**src/rtl/tekram_pkg.sv**
```systemverilog
// tekram_pkg: shared constants, state encoding and helpers for the tekram_be
// scratch RAM and its storage array.
//   RDW_*   : write-cycle output modes (RDW_MODE parameter values)
//   state_t : controller state (post-reset clear, normal run, requested clear)
//   nbytes  : number of byte lanes in a data word
package tekram_pkg;

    localparam int RDW_NONE = 0;  // writes produce no output
    localparam int RDW_OLD  = 1;  // writes return the pre-write word
    localparam int RDW_NEW  = 2;  // writes return the merged post-write word

    typedef enum logic [1:0] {
        ST_INIT,
        ST_RUN,
        ST_CLEAR
    } state_t;

    function automatic int nbytes(input int dw);
        return dw / 8;
    endfunction

endpackage

```
**src/rtl/tekram_array.sv**
```systemverilog
// tekram_array: DEPTH x DATA_WIDTH storage with per-byte write enables and a
// registered read port. No control logic; the caller guarantees addr < DEPTH
// whenever we or rd_en is active.
//   clk   : clock
//   addr  : word address shared by read and write
//   we    : per-byte write enable, we[i] covers wdata[8i+7:8i]
//   wdata : write data
//   rd_en : load rdata this cycle
//   rdata : registered read data; with WRITE_FIRST=1, written bytes are
//           forwarded from wdata, otherwise the pre-write byte is returned
module tekram_array
    import tekram_pkg::*;
#(
    parameter int ADDR_WIDTH  = 4,
    parameter int DATA_WIDTH  = 16,
    parameter int DEPTH       = 16,
    parameter bit WRITE_FIRST = 1'b0
) (
    input  logic                    clk,
    input  logic [ADDR_WIDTH-1:0]   addr,
    input  logic [DATA_WIDTH/8-1:0] we,
    input  logic [DATA_WIDTH-1:0]   wdata,
    input  logic                    rd_en,
    output logic [DATA_WIDTH-1:0]   rdata
);

    localparam int NB = nbytes(DATA_WIDTH);

    logic [DATA_WIDTH-1:0] mem [DEPTH];

    always_ff @(posedge clk) begin
        for (int i = 0; i < NB; i++) begin
            if (we[i])
                mem[addr][8*i +: 8] <= wdata[8*i +: 8];
            if (rd_en)
                rdata[8*i +: 8] <= (WRITE_FIRST && we[i]) ? wdata[8*i +: 8]
                                                          : mem[addr][8*i +: 8];
        end
    end

endmodule

```
**src/rtl/tekram_be.sv**
```systemverilog
// tekram_be: single-port synchronous scratch RAM with byte-enable writes,
// registered read + dout_valid, selectable read-during-write output, range
// checking and a clear engine that zeroes the array after reset or on clr.
//   clk, rst   : clock, synchronous active-high reset
//   cs, wr     : access request, 1 = write / 0 = read
//   be, addr   : byte enables (writes), word address
//   din        : write data
//   dout       : registered read data (holds while dout_valid=0)
//   dout_valid : 1-cycle pulse per produced result
//   ready      : accesses are accepted only while high
//   clr        : request a full clear (honoured in ST_RUN only)
//   err        : 1-cycle pulse, accepted access had addr >= DEPTH
module tekram_be
    import tekram_pkg::*;
#(
    parameter int ADDR_WIDTH     = 4,
    parameter int DATA_WIDTH     = 16,
    parameter int DEPTH          = 16,
    parameter int RDW_MODE       = 0,
    parameter bit CLEAR_ON_RESET = 1'b1
) (
    input  logic                    clk,
    input  logic                    rst,
    input  logic                    cs,
    input  logic                    wr,
    input  logic [DATA_WIDTH/8-1:0] be,
    input  logic [ADDR_WIDTH-1:0]   addr,
    input  logic [DATA_WIDTH-1:0]   din,
    output logic [DATA_WIDTH-1:0]   dout,
    output logic                    dout_valid,
    output logic                    ready,
    input  logic                    clr,
    output logic                    err
);

    localparam int NB = nbytes(DATA_WIDTH);
    // Counter is one bit wider than the address so DEPTH = 2**ADDR_WIDTH fits.
    localparam logic [ADDR_WIDTH:0] DEPTH_W  = (ADDR_WIDTH+1)'(DEPTH);
    localparam logic [ADDR_WIDTH:0] CNT_LAST = (ADDR_WIDTH+1)'(DEPTH - 1);

    state_t                state, state_nx;
    logic [ADDR_WIDTH:0]   cnt, cnt_nx;
    logic                  acc, in_rng, rd_out, sweeping;
    logic                  zero_q;
    logic [ADDR_WIDTH-1:0] arr_addr;
    logic [NB-1:0]         arr_we;
    logic [DATA_WIDTH-1:0] arr_wdata, arr_rdata;

    assign acc      = cs & ready;
    assign in_rng   = {1'b0, addr} < DEPTH_W;
    // Reads always produce a result; writes only when a RDW output mode is set.
    assign rd_out   = acc & (~wr | (RDW_MODE != RDW_NONE));
    assign sweeping = (state != ST_RUN);

    // The sweep owns the array port; ready=0 keeps accesses off it meanwhile.
    assign arr_addr  = sweeping ? cnt[ADDR_WIDTH-1:0] : addr;
    assign arr_we    = sweeping ? '1 : ((acc & wr & in_rng) ? be : '0);
    assign arr_wdata = sweeping ? '0 : din;

    tekram_array #(
        .ADDR_WIDTH (ADDR_WIDTH),
        .DATA_WIDTH (DATA_WIDTH),
        .DEPTH      (DEPTH),
        .WRITE_FIRST(RDW_MODE == RDW_NEW)
    ) u_array (
        .clk  (clk),
        .addr (arr_addr),
        .we   (arr_we),
        .wdata(arr_wdata),
        .rd_en(rd_out & in_rng),
        .rdata(arr_rdata)
    );

    always_comb begin
        state_nx = state;
        cnt_nx   = cnt;
        case (state)
            ST_RUN: begin
                if (clr) begin
                    state_nx = ST_CLEAR;
                    cnt_nx   = '0;
                end
            end
            ST_INIT, ST_CLEAR: begin
                if (cnt == CNT_LAST) begin
                    state_nx = ST_RUN;
                    cnt_nx   = '0;
                end else begin
                    cnt_nx = cnt + 1'b1;
                end
            end
            default: begin
                state_nx = ST_INIT;
                cnt_nx   = '0;
            end
        endcase
    end

    always_ff @(posedge clk) begin
        if (rst) begin
            state      <= CLEAR_ON_RESET ? ST_INIT : ST_RUN;
            cnt        <= '0;
            ready      <= 1'b0;
            dout_valid <= 1'b0;
            err        <= 1'b0;
            zero_q     <= 1'b1;
        end else begin
            state      <= state_nx;
            cnt        <= cnt_nx;
            ready      <= (state_nx == ST_RUN);
            dout_valid <= rd_out;
            err        <= acc & ~in_rng;
            // Out-of-range results read as zero; the array register is left
            // untouched so dout still holds across idle cycles.
            if (rd_out)
                zero_q <= ~in_rng;
        end
    end

    assign dout = zero_q ? '0 : arr_rdata;

endmodule

```
**config.mk**
```make
export PLATFORM = sky130hd
export DESIGN_NAME = tekram_be
export DESIGN_NICKNAME = d
export VERILOG_FILES = /design/src/rtl/tekram_pkg.sv /design/src/rtl/tekram_array.sv /design/src/rtl/tekram_be.sv
export SDC_FILE = /design/constraint.sdc
export NUM_CORES = 1
export LEC_CHECK = 0
export CORE_ASPECT_RATIO = 1.5
export CORE_MARGIN = 2
export CORE_UTILIZATION = 40
export CTS_CLUSTER_SIZE = 8
export DETAILED_ROUTE_END_ITERATION = 16
export PLACE_DENSITY = 0.58
export SYNTH_ARGS = -nofsm -noshare
export SYNTH_HDL_FRONTEND = slang
export SYNTH_SLANG_ARGS = --single-unit
```
**constraint.sdc**
```tcl
create_clock -name clk -period 5.5 [get_ports clk]
set_input_delay 1.1 -clock clk [delete_from_list [all_inputs] [get_ports clk]]
set_output_delay 1.1 -clock clk [all_outputs]
set_load 0.01 [all_outputs]
```
After elaboration in Yosys (flattened, before gate mapping):

Memories as Yosys holds them, arrays and structs flattened. A register that Yosys moved wholly into a read port is not among the register bits.
Cells that the tools add are included.

* output and inout port bits: 19
* word-level logic and storage cells: 34
* memories: 1
* flip-flop bits (word level): 10
* memory bits (writable): 256
* input bits: 27

Memories
* u_array.mem: depth 16, bits a word 16, rd ports 1, clocked after memory_dff 1, wr ports 1, line tekram_array.sv:29 `logic [DATA_WIDTH-1:0] mem [DEPTH];`

* reductions and logical operators: 2
* muxes and demuxes: 15
* eq/ne operators: 6
* add/subtract/negate cells: 1
* bitwise logic cells: 4

Operators with widths (count)
* $mux W16: 2
* $mux W5: 2
* $pmux W5 S2: 1
* $mux W2: 4
* $add A5 B1 Y5 const B: 1
* $eq A5 B4 Y1 const B: 1
* $eq A2 B1 Y1 const B: 2
* $mux W1: 4
* $mux W4: 1
* $pmux W2 S2: 1
* $and A1 B1 Y1: 3
* $eq A2 B2 Y1 const B: 1
* $logic_not A2 Y1: 1
* $ne A2 B1 Y1 const B: 1
* $ne A2 B2 Y1 const B: 1
* $reduce_or A2 Y1: 1
* $not A1 Y1: 1

Logic depth before layout (Yosys ltp):

Gate-level depths: netlist of run 1.

* depth in word-level cells: 6
* gate-level depth with buffers: 9
* mapped depth without buffers: 6

Modules after synthesis:

Synthesis of run 1 repeated with hierarchy kept, for this count alone.

* cell total of the unflattened synthesis: 556
* area, all modules: 11065.6 µm²

By module, submodules not included
* tekram_array: area each 10348.7 µm², cells an instance 458, times used 1, seq. area each 8167.8 µm²
* tekram_be: area each 716.9 µm², cells an instance 98, times used 1, seq. area each 200.2 µm²

Worst setup path after synthesis of run 1:

OpenSTA, ideal clock, no wires.

* path type: input-to-reg
* start point: in addr[0]
* end point: mem u_array.mem[0][10], enable pin
* setup slack: 2452 ps
* library setup time: 370 ps
* stages: 6
* arrival: 2677 ps
* required time: 5130 ps
* path buffers: 2
* path through: or4b_2 > o31ai_2 > buf_4 > buf_4 > nand2_1 > nor2_1

* longest elaborated chain between the ends: 1

RTL lines
* from (decl): line tekram_be.sv:27 `input logic [ADDR_WIDTH-1:0] addr,`
* $mux W4: line tekram_be.sv:56 `assign arr_addr = sweeping ? cnt[ADDR_WIDTH-1:0] : addr;`
* to (decl): line tekram_array.sv:29

No other way between the ends.

Worst setup path in the final report of run 1:

* start point: in addr[0]
* end point: mem u_array.mem[4][2], enable pin

The elaborated chain is that of the path after synthesis.

==> impl_metrics.env, run 1 <==
export IMPL_die_w_um=138
export IMPL_avgViaCountPerCell=5.78
export IMPL_status="completed"
export IMPL_grt_ovfl_total=0
export IMPL_synth_cell_types=36
export IMPL_setup_tns_ns=0
export IMPL_final_cells=1064
export IMPL_cts_tree="done"
export IMPL_period_share_pct=67.4
export IMPL_die_area_um2=28400
export IMPL_htree_levels=2
export IMPL_required_ns=5.63
export IMPL_hold_path_class="reg -> reg"
export IMPL_final_max_slew_viol_count=0
export IMPL_synthToLayoutAreaGrowth_pct=16.9
export IMPL_cts_buffers=41
export IMPL_cts_hold_buf=0
export IMPL_holdCritStartpoint="cnt[4]$_SDFFE_PP0P_"
export IMPL_startpoint_type="input pin"
export IMPL_rows=73
export IMPL_synthesis_nets=698
export IMPL_post_cts_buffers=0
export IMPL_synth_seq_area_share_pct=77.2
export IMPL_rsz0062_at_grt="no"
export IMPL_swShare_pct=20.4
export IMPL_yosysWarnings=0
export IMPL_endpoint_kind="flip-flop"
export IMPL_wl_per_cell_um=24.1
export IMPL_worst_slew_pin_slew_ns=1.26
export IMPL_cts_root_buf="clkbuf_16"
export IMPL_power_mw=4.82
export IMPL_skew_ns=0.0192
export IMPL_io_pins=46
export IMPL_clock_latency_ns=0.52
export IMPL_period_minus_slack_ns=3.71
export IMPL_num_antenna_cells=0
export IMPL_critical_path_class="in -> reg"
export IMPL_cp_slowest_cell="or4b_2"
export IMPL_r2r_slack_ns=1.96
export IMPL_cts_buffer_depth=3
export IMPL_r2r_cells=5
export IMPL_syn_area_per_cell_um2=16.2
export IMPL_hold_violations=0
export IMPL_dp_final_hpwl_um=16600
export IMPL_fin_area_um2=12700
export IMPL_slew_headroom_pct=15.8
export IMPL_fin_hold_ws_ns=0.476
export IMPL_min_path_cells=1
export IMPL_cap_viol_max_count=0
export IMPL_cts_num_sinks=282
export IMPL_post_place_ws_ns=1.33
export IMPL_cts_resized=0
export IMPL_coreArea_um2=26600
export IMPL_setup_slack_ns=1.79
export IMPL_place_congestion=0.795
export IMPL_drc=0
export IMPL_timing_fmax_ghz=0.270
export IMPL_ys_flop_type="edfxtp_1"
export IMPL_netlist_area_um2=10800
export IMPL_power_leakage_nw=4.17
export IMPL_critical_path_max_fanout=50
export IMPL_path_cells="clkdlybuf4s50_1 -> or4b_2 -> o31ai_4 -> buf_4 -> nor2b_1"
export IMPL_async_reset_ff_share_pct=0
export IMPL_drt_first_pass_iters=5
export IMPL_slowest_delay_ns=0.70
export IMPL_post_route_util_pct=47.6
export IMPL_clk_pin_slew_ns=0.05
export IMPL_setup_violations=0
export IMPL_p_switching_mw=0.987
export IMPL_finalWirelength_um=25600
export IMPL_cp_arrival_ns=3.84
export IMPL_intPower_mw=3.84
export IMPL_syn_inst=670
export IMPL_die_h_um=206
export IMPL_port_buffers=44
export IMPL_r2r_end="u_array.mem[4][2]$_DFFE_PP_"
export IMPL_dr_total_vias=6148
export IMPL_grt_max_degree=51
export IMPL_synth_edf_count=272
export IMPL_fin_nets=746
export IMPL_powerDensity_nw_per_um2=381
export IMPL_track_usage_pct=17.7
export IMPL_grt_pass1_wl_um=37500
export IMPL_start_util_pct=40.8
export IMPL_drt_initial_drc_count=531
export IMPL_numPlacedInstances=1012
export IMPL_grt_pass1_vias=6166
export IMPL_antenna_found_initial=0
export IMPL_ys_ff_latch=282
export IMPL_peakVddDrop_uv=268
export IMPL_placed_area_um2=11500
export IMPL_ant_nets=0
export IMPL_combPwrFrac_pct=4.8
export IMPL_worstHoldEndpoint="cnt[4]$_SDFFE_PP0P_"
export IMPL_pwr_share_seq_pct=49.6
export IMPL_clockPowerShare_pct=45.6
export IMPL_r2r_start="state[1]$_SDFF_PP0_"
export IMPL_drive_gt1_share_pct=9.49
==> worst max-delay path, delay by kind of cell <==
kind	cells	cell delay, ns
and+or+nand+nor	2	1.37
AOI/OAI and AO/OA	1	0.25
buffers and inverters	2	1.06
==> worst max path at each step <==
stage,start,cells past startpoint,endpoint,slack [ns]
2_1_floorplan,addr[0],6,u_array.mem[0][10]$_DFFE_PP_,2.45
3_3_place_gp,addr[0],5,u_array.mem[12][1]$_DFFE_PP_,1.45
3_5_place_dp,addr[0],5,u_array.mem[4][4]$_DFFE_PP_,1.33
4_1_cts,addr[0],5,u_array.mem[4][2]$_DFFE_PP_,1.87
5_1_grt,state[1]$_SDFF_PP0_,5,u_array.mem[6][0]$_DFFE_PP_,1.70
6_report,addr[0],5,u_array.mem[4][2]$_DFFE_PP_,1.79
==> sequential cells by signal, indices dropped and copies added, names as in the netlist <==
register,flops
ready,1
zero_q,1
u_array.rdata,16
u_array.mem,256
cnt,5
dout_valid,1
state,2
==> layer usage <==
| metal | part of all wire, % | track usage (%) |
|---|---|---|
| met2 | 55 | 33.6 |
| met3 | 4.7 | 2.89 |
| met5 | 0 | 0 |
| met1 | 37 | 19.8 |
| met4 | 3.2 | 7.14 |
==> cell usage after synthesis, types with 3 or more instances <==
library cell	number	area [um2]
nand2b_1	7	43.8
nor3_1	3	15.0
nor3b_1	3	22.5
buf_2	14	70.1
nor2_1	32	120
a21oi_1	68	340
a22oi_1	123	923
and2_1	16	100
nor2b_1	28	175
dfxtp_1	10	200
buf_6	5	56.3
edfxtp_1	272	8170
or4_1	16	120
nand2_1	12	45.0
a31oi_1	3	18.8
buf_4	6	45.0
inv_1	4	15.0
a22oi_2	8	100
clkbuf_1	19	71.3
==> power by group through the flow <==
stage	sequential (mW)	combinational, mW	clock [mW]
floorplan	2.42	0.154	0
global placement	2.43	0.227	0
detailed placement	2.43	0.232	0
CTS	2.39	0.233	2.24
global route	2.39	0.251	2.31
finish	2.39	0.232	2.20
==> logic make-up after synthesis <==
| family | after synthesis | share of synthesized area (%) |
|---|---|---|
| buf+inv | 49 | 2.41 |
| simple gates | 126 | 6.56 |
| fa+ha+maj | 1 | 0.115 |
| other cells | 1 | 0.0346 |
| compound gates | 210 | 13.5 |
| mux | 1 | 0.0924 |
| flops | 282 | 77.2 |
==> layout make-up <==
| class | instances | area [um2] |
|---|---|---|
| Timing Repair Buffer | 50 | 485 |
| Tap cell | 337 | 422 |
| Fill cell | 2225 | 13900 |
| Multi-Input combinational cell | 339 | 2250 |
| Clock inverter | 2 | 17.5 |
| Inverter | 4 | 15.0 |
| Clock buffer | 50 | 1100 |
| Sequential cell | 282 | 8370 |
==> cells in the final DEF (no fill, tap or decap), types with 4 or more instances in the layout <==
| master | count |
|---|---|
| and2_1 | 16 |
| clkdlybuf4s50_1 | 44 |
| nand2b_1 | 7 |
| a21oi_1 | 68 |
| a22oi_2 | 8 |
| nor2b_1 | 28 |
| buf_4 | 6 |
| clkbuf_16 | 43 |
| nor2_1 | 32 |
| dfxtp_1 | 10 |
| or4_1 | 16 |
| a22oi_1 | 123 |
| clkbuf_1 | 7 |
| nand2_1 | 12 |
| inv_1 | 4 |
| edfxtp_1 | 272 |
Power figures use the tool's default switching activity.
==> inputs of run 2 (changes only) <==
==> constraint.sdc (replaced) <==
create_clock -name clk -period 3.89 [get_ports clk]
set_input_delay 0.778 -clock clk [delete_from_list [all_inputs] [get_ports clk]]
set_output_delay 0.778 -clock clk [all_outputs]
set_load 0.01 [all_outputs]
==> run 2 against run 1 <==
Net effect:
- first-iteration DRC count decreased by 2.6%
- non-clock buffer count is 18 higher
- sequential share of layout area is 0.98 points lower
- clock power grew 44%
- worst hold slack gained 0.0032 ns
- count of clock-buffer cells in the layout grew 8
- design area is 1.5% higher
- utilization up 0.72 points
- global-route usage down 0.11 points
- cell count up 2.4%
- clock skew fell by 0.0089 ns
- setup slack lost 1.1 ns
- largest power group unchanged
==> impl_metrics.env, run 2 (synthesized netlist as in run 1, its figures left out) <==
export IMPL_status="completed"
export IMPL_largest_reg_flops=256
export IMPL_final_max_slew_viol_count=0
export IMPL_drt_first_pass_iters=5
export IMPL_ant_nets=0
export IMPL_place_congestion=0.862
export IMPL_p_switching_mw=1.41
export IMPL_critical_path_class="reg -> reg"
export IMPL_powerDensity_nw_per_um2=535
export IMPL_endpoint_kind="flip-flop"
export IMPL_grt_pass1_wl_um=37700
export IMPL_start_util_pct=40.8
export IMPL_setup_violations=0
export IMPL_r2r_cells=4
export IMPL_io_pins=46
export IMPL_hold_violations=0
export IMPL_final_cells=1090
export IMPL_htree_levels=2
export IMPL_endpoint="u_array.mem[9][13]$_DFFE_PP_"
export IMPL_die_h_um=206
export IMPL_grt_ovfl_total=0
export IMPL_required_ns=4.03
export IMPL_power_mw=6.88
export IMPL_synthToLayoutAreaGrowth_pct=18.6
export IMPL_critical_path_max_fanout=42
export IMPL_period_minus_slack_ns=3.15
export IMPL_grt_max_degree=70
export IMPL_wl_per_cell_um=23.0
export IMPL_final_cell_mix="edfxtp_1 (272), a22oi_1 (123), a21oi_1 (68), clkdlybuf4s50_1 (44), clkbuf_16 (43)"
export IMPL_cp_startpoint="state[1]$_SDFF_PP0_"
export IMPL_rows=73
export IMPL_setup_tns_ns=0
export IMPL_fin_nets=764
export IMPL_die_w_um=138
export IMPL_reg_top3="u_array.mem x256, u_array.rdata x16, cnt x5"
export IMPL_dr_total_vias=6178
export IMPL_hold_path_class="reg -> reg"
export IMPL_combPwrFrac_pct=5.0
export IMPL_worst_slew_pin_slew_ns=1.28
export IMPL_fill_cells=2225
export IMPL_power_leakage_nw=4.28
export IMPL_cts_tree="done"
export IMPL_min_path_cells=1
export IMPL_intPower_mw=5.47
export IMPL_avgViaCountPerCell=5.67
export IMPL_drt_initial_drc_count=517
export IMPL_skew_ns=0.0104
export IMPL_startpoint_type="flip-flop"
export IMPL_cts_num_sinks=282
export IMPL_cts_resized=0
export IMPL_rsz0062_at_grt="no"
export IMPL_ff_latch_area_um2=8370
export IMPL_period_share_pct=81.0
export IMPL_regMostFlops="u_array.mem"
export IMPL_cp_arrival_ns=3.29
export IMPL_coreArea_um2=26600
export IMPL_slew_headroom_pct=14.7
export IMPL_drc=0
export IMPL_r2r_start="state[1]$_SDFF_PP0_"
export IMPL_antenna_found_initial=0
export IMPL_r2r_slack_ns=0.74
export IMPL_finalWirelength_um=25100
export IMPL_peakVddDrop_uv=384
export IMPL_cts_buffer_depth=3
export IMPL_die_area_um2=28400
export IMPL_clk_pin_slew_ns=0.05
export IMPL_cts_hold_buf=0
export IMPL_drive_gt1_share_pct=11.6
export IMPL_numPlacedInstances=1030
export IMPL_cts_root_buf="clkbuf_16"
export IMPL_fin_area_um2=12900
export IMPL_r2r_end="u_array.mem[9][13]$_DFFE_PP_"
export IMPL_num_antenna_cells=0
export IMPL_post_cts_buffers=0
export IMPL_clockPowerShare_pct=45.9
export IMPL_dp_final_hpwl_um=16600
export IMPL_track_usage_pct=17.6
export IMPL_final_common_cell="edfxtp_1"
export IMPL_cap_viol_max_count=0
export IMPL_grt_pass1_vias=6439
export IMPL_cts_buffers=41
export IMPL_port_buffers=44
export IMPL_multiInputGateArea_um2=2250
export IMPL_timing_fmax_ghz=0.318
export IMPL_pwr_share_seq_pct=49.1
export IMPL_placed_area_um2=11700
export IMPL_swShare_pct=20.5
export IMPL_clock_latency_ns=0.52
-- run 2: cell types whose count changed in the layout (fill, tap and decap cells not counted) --
cell	previous run	this run
buf_4	6	22
buf_12	0	2
clkbuf_1	7	15
-- run 2: critical path, cell delays in order (launching register included) --
cell and delay (ns):
dfxtp_1 0.39, and2b_1 0.41, o21ai_4 0.95, nand2_1 0.27, nor2_1 0.72
-- run 2: per-layer routing --
layer	vias up	global-route usage, %	share of wire (%)
met4	0	8.78	4.4
met3	58	3.00	4.6
met2	204	33.3	55
met5	-	0	0
met1	3114	19.0	36
li1	2802	-	-
-- run 2: layout make-up --
cell class,count,area share [%]
Clock buffer,58,8.81
Multi-Input combinational cell,339,17.5
Timing Repair Buffer,68,5.02
Tap cell,337,3.28
Inverter,4,0.117
Sequential cell,282,65.1
Clock inverter,2,0.136
-- run 2: power by group through the flow --
stage	clock [mW]	combinational [mW]	sequential (mW)
after floorplan	0	0.218	3.43
after global placement	0	0.339	3.43
after detailed placement	0	0.346	3.44
after CTS	3.21	0.346	3.38
after global routing	3.34	0.374	3.38
final	3.16	0.344	3.38
-- run 2: worst min-delay path by stage --
stage,from,end
global route,cnt[4]$_SDFFE_PP0P_,cnt[4]$_SDFFE_PP0P_
global placement,cnt[4]$_SDFFE_PP0P_,cnt[4]$_SDFFE_PP0P_
CTS,cnt[4]$_SDFFE_PP0P_,cnt[4]$_SDFFE_PP0P_
finish,cnt[4]$_SDFFE_PP0P_,cnt[4]$_SDFFE_PP0P_
floorplan,cnt[4]$_SDFFE_PP0P_,cnt[4]$_SDFFE_PP0P_
detailed placement,cnt[4]$_SDFFE_PP0P_,cnt[4]$_SDFFE_PP0P_
-- run 2: through the flow --
stage	utilization (%)	worst slack, ns	hold slack, ns
4_1_cts	48.4	0.742	0.476
6_report	48.4	0.741	0.479
3_3_place_gp	44.0	0.544	0.466
3_5_place_dp	44.0	0.497	0.470
2_1_floorplan	-	1.16	0.458
5_1_grt	48.4	0.500	0.505
